**config.mk**
```make
export PLATFORM = sky130hd
export DESIGN_NAME = frame_tx_101
export DESIGN_NICKNAME = d
export VERILOG_FILES = /design/src/rtl/frame_tx_101_pkg.sv /design/src/rtl/frame_tx_101_stuffer.sv /design/src/rtl/frame_tx_101.sv
export SDC_FILE = /design/constraint.sdc
export NUM_CORES = 1
export LEC_CHECK = 0
export CELL_PAD_IN_SITES_DETAIL_PLACEMENT = 1
export CELL_PAD_IN_SITES_GLOBAL_PLACEMENT = 1
export CORE_ASPECT_RATIO = 0.5
export CORE_MARGIN = 2
export CORE_UTILIZATION = 35
export CTS_CLUSTER_SIZE = 20
export DETAILED_ROUTE_END_ITERATION = 12
export GPL_ROUTABILITY_DRIVEN = 0
export PLACE_DENSITY = 0.72
export REMOVE_ABC_BUFFERS = 1
export SYNTH_ARGS = -nofsm -noshare
export SYNTH_HDL_FRONTEND = slang
export SYNTH_SLANG_ARGS = --single-unit
```
**constraint.sdc**
```tcl
create_clock -name clk -period 4.12 [get_ports clk]
set_input_delay 0.412 -clock clk [delete_from_list [all_inputs] [get_ports clk]]
set_output_delay 0.412 -clock clk [all_outputs]
set_load 0.02 [all_outputs]
```
**src/rtl/frame_tx_101_pkg.sv**
```systemverilog
// Shared types and constants for the "101" framing transmitter.
// Optional parity feature is enabled with `define FRAME_TX_PARITY_EN.
package frame_tx_101_pkg;

   typedef enum logic [2:0] {
      IDLE,
      HDR,
      DATA,
      PAR,
      GAP
   } state_t;

   localparam logic [2:0]  HDR_PATTERN = 3'b101;
   localparam int unsigned GAP_LEN     = 2;

endpackage

```
**src/rtl/frame_tx_101_stuffer.sv**
```systemverilog
// Zero-stuff decision for the framing transmitter: tracks the last two line
// bits and forces a 0 ahead of any payload/parity bit that follows "10".
module frame_tx_101_stuffer (
   input  logic clk,
   input  logic rst,
   input  logic cand,
   input  logic eligible,
   output logic line_bit,
   output logic stuff
);

   // {older, newer} line bits, including header, idle and gap bits
   logic [1:0] last2;

   always_comb begin
      stuff    = eligible && (last2 == 2'b10);
      line_bit = stuff ? 1'b0 : cand;
   end

   always_ff @(posedge clk) begin
      if (rst) begin
         last2 <= '0;
      end else begin
         last2 <= {last2[0], line_bit};
      end
   end

endmodule

```
**src/rtl/frame_tx_101.sv**
```systemverilog
// Serial framing transmitter: header 101, stuffed MSB-first payload, 2-bit gap.
// Define FRAME_TX_PARITY_EN to append a stuffable even-parity bit after the payload.
module frame_tx_101 #(
   parameter int unsigned DATA_W = 8
) (
   input  logic              clk,
   input  logic              rst,
   input  logic              in_valid,
   output logic              in_ready,
   input  logic [DATA_W-1:0] in_data,
   output logic              tx_bit,
   output logic              tx_active,
   output logic              tx_stuff
);

   import frame_tx_101_pkg::*;

   localparam int unsigned      CNT_W    = $clog2(DATA_W + 2);
   localparam logic [CNT_W-1:0] PAY_DONE = CNT_W'(DATA_W);

   state_t              state, nstate;
   logic [1:0]          hcnt, nhcnt;
   logic [1:0]          gcnt, ngcnt;
   logic [CNT_W-1:0]    sent, nsent;
   logic [DATA_W-1:0]   sreg, nsreg;
   logic                accept;
   logic                cand, eligible, active_next;
   logic                line_bit, stuff;
`ifdef FRAME_TX_PARITY_EN
   logic                par;
`endif

   assign in_ready = (state == IDLE);
   assign accept   = in_valid && in_ready;

   // Registers describe the bit currently on the line; comb logic picks the next one.
   always_ff @(posedge clk) begin
      if (rst) begin
         state     <= IDLE;
         hcnt      <= '0;
         gcnt      <= '0;
         sent      <= '0;
         sreg      <= '0;
         tx_bit    <= 1'b0;
         tx_active <= 1'b0;
         tx_stuff  <= 1'b0;
      end else begin
         state     <= nstate;
         hcnt      <= nhcnt;
         gcnt      <= ngcnt;
         sent      <= nsent;
         sreg      <= nsreg;
         tx_bit    <= line_bit;
         tx_active <= active_next;
         tx_stuff  <= stuff;
      end
   end

`ifdef FRAME_TX_PARITY_EN
   always_ff @(posedge clk) begin
      if (rst) begin
         par <= 1'b0;
      end else if (accept) begin
         par <= ^in_data;
      end
   end
`endif

   always_comb begin
      nstate = state;
      nhcnt  = hcnt;
      ngcnt  = gcnt;
      nsent  = sent;
      nsreg  = sreg;
      case (state)
         IDLE: begin
            if (accept) begin
               nstate = HDR;
               nhcnt  = '0;
               nsent  = '0;
               nsreg  = in_data;
            end
         end
         HDR, DATA: begin
            if (state == HDR && hcnt != 2'd2) begin
               nhcnt = hcnt + 2'd1;
            end else if (state == DATA && sent == PAY_DONE) begin
`ifdef FRAME_TX_PARITY_EN
               nstate = PAR;
               if (!stuff) nsent = sent + CNT_W'(1);
`else
               nstate = GAP;
               ngcnt  = '0;
`endif
            end else begin
               // a stuff bit holds the payload position
               nstate = DATA;
               if (!stuff) begin
                  nsreg = {sreg[DATA_W-2:0], 1'b0};
                  nsent = sent + CNT_W'(1);
               end
            end
         end
`ifdef FRAME_TX_PARITY_EN
         PAR: begin
            if (sent == PAY_DONE) begin
               if (!stuff) nsent = sent + CNT_W'(1);
            end else begin
               nstate = GAP;
               ngcnt  = '0;
            end
         end
`endif
         GAP: begin
            if (gcnt == 2'(GAP_LEN - 1)) begin
               nstate = IDLE;
            end else begin
               ngcnt = gcnt + 2'd1;
            end
         end
         default: nstate = IDLE;
      endcase
   end

   always_comb begin
      cand     = 1'b0;
      eligible = 1'b0;
      case (state)
         IDLE: cand = accept && HDR_PATTERN[2];
         HDR: begin
            if (hcnt == 2'd2) begin
               cand     = sreg[DATA_W-1];
               eligible = 1'b1;
            end else begin
               cand = HDR_PATTERN[2'd1 - hcnt];
            end
         end
         DATA: begin
            if (sent != PAY_DONE) begin
               cand     = sreg[DATA_W-1];
               eligible = 1'b1;
            end else begin
`ifdef FRAME_TX_PARITY_EN
               cand     = par;
               eligible = 1'b1;
`endif
            end
         end
`ifdef FRAME_TX_PARITY_EN
         PAR: begin
            if (sent == PAY_DONE) begin
               cand     = par;
               eligible = 1'b1;
            end
         end
`endif
         default: ;
      endcase
      active_next = (nstate == HDR) || (nstate == DATA) || (nstate == PAR);
   end

   frame_tx_101_stuffer u_stuffer (
      .clk      (clk),
      .rst      (rst),
      .cand     (cand),
      .eligible (eligible),
      .line_bit (line_bit),
      .stuff    (stuff)
   );

endmodule
```
==> run metrics, run 1 <==
r2r setup slk 1.96 ns; Pwr per Cell Area about 370 mW/mm^2; crit path DAT 1.92 ns; Static Leak ~0.5 nW; DR vias/cell 5.37; initial antenna violation count 0; crit start category flop; Clock Power Share between 20% and 30%; max-cap viol count 0; Yosys top cell by area dfxtp_1; layout cells sized above 1 between 10 and 15%; Chip Height between 40 and 50 um; switching power between 150 and 200 uW; Setup CP Type reg2out; sequential fraction of the synthesis area approximately a third; vias in the first global route 1,069; Max Fclk ~430 MHz; ys flop type dfxtp_1; crit path cell chain nor3_1, clkdlybuf4s50_1; total gr overflow 0; I/O Buffers 14; Yosys reg bits 23; CP max FO 22; sequential share of power 47.3%; Die Footprint 0.00439 mm^2; Synth top area share 34.2%; RSZ-0062 raised after global routing no; cells after synthesis roughly 150; Die X approximately 92 um; worst vdd rail ir drop 115 uV; routed len/inst roughly 15 um; slowest stage delay, CP slightly below 0.9 ns; WHS around 0.48 ns; Yosys Warn Count 0; reg2reg end u_stuffer.last2[0]; RR Startpoint state[2]; Nets approximately 170; Worst-path clk slew 0.09 ns; Hold Fails Final Rpt 0; top cells by area, synth dfxtp_1 (34%), ha_1 (5.6%), a311oi_1 (4.6%); synthesized area per cell between 9 and 10 um^2; TritonCTS clock tree yes; Worst-Skew Late Latency ~0.27 ns; Worst R2R Path Depth 4; Synth cell types 45; setup bufs post-CTS 0; cell depth of the worst hold path 2; min-delay src sreg[0]; FILL cells between 400 and 500; headroom to the max-slew limit a little over a third; part of the power in combinational logic roughly a quarter; setup violators final 0; P&R area growth vs syn 12.7%; Diodes inserted 0; Placement Rows 15; Antenna Nets Post-Route 0; Root Driver clkbuf_8; # IOs 15; Internal 382 uW; Cell Area, Synth approximately 0.0013 mm^2; Detailed Routing Iterations Pass 1 4; Worst Skew roughly 0.0059 ns; min-delay worst type reg2reg; DRC Markers 0; multi-input combinational cell area around 790 um^2; run status completed; GRT Util Overall between 15 and 20%; fin. max-slew vios 0; largest net degree at the start of global routing 25; clock buffer depth 2; setup tns final 0 ns; CP endpoint kind output port; WL final roughly 3200 um; ys async rst share 0%; slowest CP cell dfxtp_1; EDFF count, synth 0; Worst EP required between 3 and 4 ns; Reg area 460 um^2; Starting Density between 30% and 40%; Initial DRC Count 62; Tmin final between 2 and 2.5 ns; period utilisation layout between 50% and 60%; first-pass GRT wire length about 5300 um; Num CTS Buffers 3; core footprint roughly 0.0035 mm^2; via count approximately 1,100; Clock Sinks 23; Post-DP HPWL roughly 2100 um; CTS Hold Bufs 0; Worst-Margin Slew roughly 0.96 ns; Hold EP sreg[0]; htree depth 1; post-cts sizing count 0; Net Sw Frac between 30% and 40%
-- worst max-delay path: cells and delay by family, from the launching register on --
family,cells,cell delay [ns]
flops,1,0.89
simple gates,1,0.17
buf+inv,1,0.58
-- stage by stage --
| step | total power, mW | worst slack, ns | cells | cell area (um^2) | util [%] |
|---|---|---|---|---|---|
| after floorplan | 0.374 | 2.29 | 136 | 1270 | - |
| final | 0.568 | 1.79 | 205 | 1520 | 42.8 |
| after CTS | 0.575 | 1.75 | 205 | 1520 | 42.8 |
| after global routing | 0.605 | 1.68 | 205 | 1520 | 42.8 |
| after detailed placement | 0.426 | 1.98 | 201 | 1470 | 41.4 |
| after global placement | 0.422 | 2.02 | 201 | 1470 | 41.4 |
-- kinds of logic after synthesis --
kind of cell	count (synthesis)	synth area share [%]
flops	23	34.2
fa+ha+maj	6	5.58
compound gates	44	24.2
simple gates	55	26.0
xor+xnor	1	1.21
buf+inv	15	7.25
mux	2	1.49
-- worst max-delay path by stage --
stage / cells past startpoint / from / end / slack [ns]
6_report: 2 / state[2] / in_ready / 1.79
2_1_floorplan: 6 / hcnt[0] / sreg[1] / 2.29
5_1_grt: 2 / state[2] / in_ready / 1.68
4_1_cts: 2 / state[2] / in_ready / 1.75
3_5_place_dp: 4 / state[2] / u_stuffer.last2[0] / 1.98
3_3_place_gp: 4 / state[2] / sent[3] / 2.02
-- state kept, by name, indices dropped and copies added, names as in the netlist --
signal	count
sent	4
sreg	8
tx_stuff	1
hcnt	2
gcnt	2
state	3
tx_active	1
u_stuffer.last2	2
-- layout by cell type, fill, tap and decap left out, drive strengths merged --
cell type / synthesis / routed
clkbuf: 1 / 3
o311a: 1 / 1
nor2b: 3 / 3
or2b: 1 / 1
a31oi: 8 / 8
mux2i: 2 / 2
and3: 1 / 1
clkinv: 0 / 1
or4: 2 / 2
nand3: 2 / 2
o31a: 1 / 1
or2: 1 / 1
clkdlybuf4s50: 0 / 14
a311oi: 7 / 7
nor4: 2 / 2
nand2b: 2 / 2
o31ai: 3 / 3
nor4b: 2 / 2
nor3b: 1 / 1
o21ai: 11 / 11
a21oi: 9 / 9
a2bb2oi: 1 / 1
ha: 6 / 6
dfxtp: 23 / 23
nor2: 10 / 10
o21a: 1 / 1
inv: 5 / 5
or4b: 1 / 1
or3: 3 / 3
nand3b: 1 / 1
nand2: 14 / 14
and2b: 1 / 1
nand4: 3 / 3
nor3: 5 / 5
o311ai: 1 / 1
a2111oi: 1 / 1
xnor2: 1 / 1
-- power groups by stage --
stage,clock network (mW),logic [mW],registers [mW]
floorplan,0,0.103,0.271
global placement,0,0.149,0.273
detailed placement,0,0.152,0.274
CTS,0.152,0.153,0.269
global route,0.162,0.170,0.273
finish,0.148,0.151,0.269
-- synthesized netlist by cell type (all sizes together) (5+ instances only) --
| master | instances |
|---|---|
| a21oi | 9 |
| a311oi | 7 |
| a31oi | 8 |
| buf | 9 |
| dfxtp | 23 |
| ha | 6 |
| inv | 5 |
| nand2 | 14 |
| nor2 | 10 |
| nor3 | 5 |
| o21ai | 11 |
-- metal layers --
metal	track usage (%)	vias to the layer above	share of wire [%]
met5	0	-	0
met1	21.1	520	53
met3	4.25	4	2.7
met4	5.45	0	0.60
met2	26.9	16	44
li1	-	560	-
-- layout make-up --
cell class | count | area share (%)
Inverter | 5 | 1.24
Tap cell | 51 | 4.21
Multi-Input combinational cell | 108 | 51.9
Sequential cell | 23 | 30.4
Clock inverter | 1 | 0.330
Timing Repair Buffer | 14 | 9.24
Clock buffer | 3 | 2.72
Power figures use the tool's default switching activity.
==> run 2: changes to the inputs <==
clock period = 2.2 ns   (was 4.12 ns; I/O delays follow)
==> run 2 against run 1 <==
Worst setup slack worse by 1.6 ns; combinational power is 110% higher; largest power group unchanged; count of clock-buffer cells in the layout is 1 higher; non-clock buffer count is 7 higher; first-iteration DRC count is 53% lower; critical endpoint is now sreg[3]; design area is 3.4% higher; via count is 4.5% higher; global-route usage is 0.51 points higher; highest routed layer is now met3; sequential share of layout area is 0.99 points lower.
==> run metrics, run 2 (synthesis gave the netlist of run 1 again) <==
P&R area growth vs syn 16.6%; routed len/inst 15.2 um; Crit path depth 6; fin. max-slew vios 0; Worst-Skew Late Latency roughly 0.26 ns; crit path DAT 2.21 ns; CP max FO 7; Die X approximately 92 um; grt met3 use under 10%; GRT Util Overall 16.6%; slowest CP cell or4b_1; headroom to the max-slew limit about two thirds; crit path cell chain inv_1, ha_1, or4b_1, o311ai_4, nor3_4, a311oi_1; Pwr per Cell Area a little under 700 mW/mm^2; Tot Pwr approximately 1.1 mW; min-delay src gcnt[1]; crit path launch hcnt[0]; Most Crowded Layer GR met2; Biggest register sreg; layout cells sized above 1 14.3%; first-pass GRT wire length 5440 um; setup bufs post-CTS 0; core footprint approximately 0.0035 mm^2; setup tns final 0 ns; Worst-Margin Slew just over 0.5 ns; Setup CP Type reg2reg; Tmin final a little over 2 ns; CP bufs+invs 1; post-cts sizing count 0; DRC Markers 0; setup violators final 0; Antenna Nets Post-Route 0; clock buffer depth 2; slowest stage delay, CP between 0.6 and 0.7 ns; Worst R2R Path Depth 6; min-delay worst type reg2reg; initial antenna violation count 0; met1 Track Usage GR between 20% and 30%; Static Leak roughly 0.54 nW; most common cell after layout, fill and taps aside dfxtp_1; cell depth of the worst hold path 2; TritonCTS clock tree yes; CTS Hold Bufs 0; max-cap viol count 0; Detailed Routing Iterations Pass 1 4; Post-DP HPWL 2390 um; Num CTS Buffers 3; grt met2 use about 30%; WL final approximately 3200 um; CP endpoint kind flop; Nets ~180; Initial DRC Count 29; Worst-path clk slew 0.08 ns; Largest regs sreg x8, sent x4, state x3; RSZ-0062 raised after global routing no; CP top delay family simple AND/OR/NAND/NOR gates; run status completed; via count between 1,000 and 1,500; Worst EP required 2.37 ns; Diodes inserted 0; I/O Buffers 14; RR Startpoint hcnt[0]; Hold Fails Final Rpt 0; Worst Skew between 0.0015 and 0.002 ns; Root Driver clkbuf_8; crit start category flop; worst vdd rail ir drop approximately 280 uV; period utilisation layout slightly above 90%; largest net degree at the start of global routing 14; total gr overflow 0; DR vias/cell 5.42; Max Fclk 491 MHz; Chip Height ~48 um; commonest cells after routing, fill and taps aside dfxtp_1 (23), nand2_1 (14), clkdlybuf4s50_1 (14); Starting Density 37.9%; Die Footprint approximately 0.0044 mm^2; Clock Sinks 23; max reg flops 8; # IOs 15; vias in the first global route about 1,100; htree depth 1; Placement Rows 15
-- run 2: cell count changes in the layout (fill, tap and decap cells not counted), sizes merged --
| cell | previous run | this run |
|---|---|---|
| clkinv | 1 | 0 |
| clkbuf | 3 | 4 |
| buf | 0 | 7 |
-- run 2: stage by stage --
step	hold WS, ns	instances	worst slack (ns)	util [%]	area (um^2)
final	0.482	212	0.164	44.2	1570
after global routing	0.517	212	0.0349	44.2	1570
after CTS	0.485	212	0.149	44.2	1570
after detailed placement	0.472	208	0.179	42.9	1520
after global placement	0.463	208	0.265	42.9	1520
after floorplan	0.289	136	0.374	-	1270
-- run 2: power by group --
group | switching, mW | internal (mW) | total (mW)
Sequential | 0.0368 | 0.459 | 0.496
Combinational | 0.167 | 0.143 | 0.311
Clock | 0.137 | 0.129 | 0.266
Total | 0.341 | 0.732 | 1.07
-- run 2: area by class of cell --
| type | instances | area, um^2 |
|---|---|---|
| Tap cell | 51 | 63.8 |
| Timing Repair Buffer | 21 | 193 |
| Inverter | 5 | 18.8 |
| Sequential cell | 23 | 460 |
| Multi-Input combinational cell | 108 | 787 |
| Clock buffer | 4 | 45.0 |
| Fill cell | 411 | 1980 |
-- run 2: worst min-delay path: cells and delay by family, from the launching register on --
kind,cells,cell delay (ns)
compound gates,2,0.13
flops,1,0.31
-- run 2: routing by layer --
metal,up-vias,part of all wire (%)
met4,0,0
li1,568,-
met1,563,50
met3,0,2.6
met2,18,47
met5,-,0
-- run 2: path summary, 6_finish.rpt --
check	end	slack, ns
hold / removal	gcnt[1]	0.48
hold reg to reg	gcnt[1]	0.48
setup / recovery	sreg[3]	0.16
setup reg to reg	sreg[3]	0.16
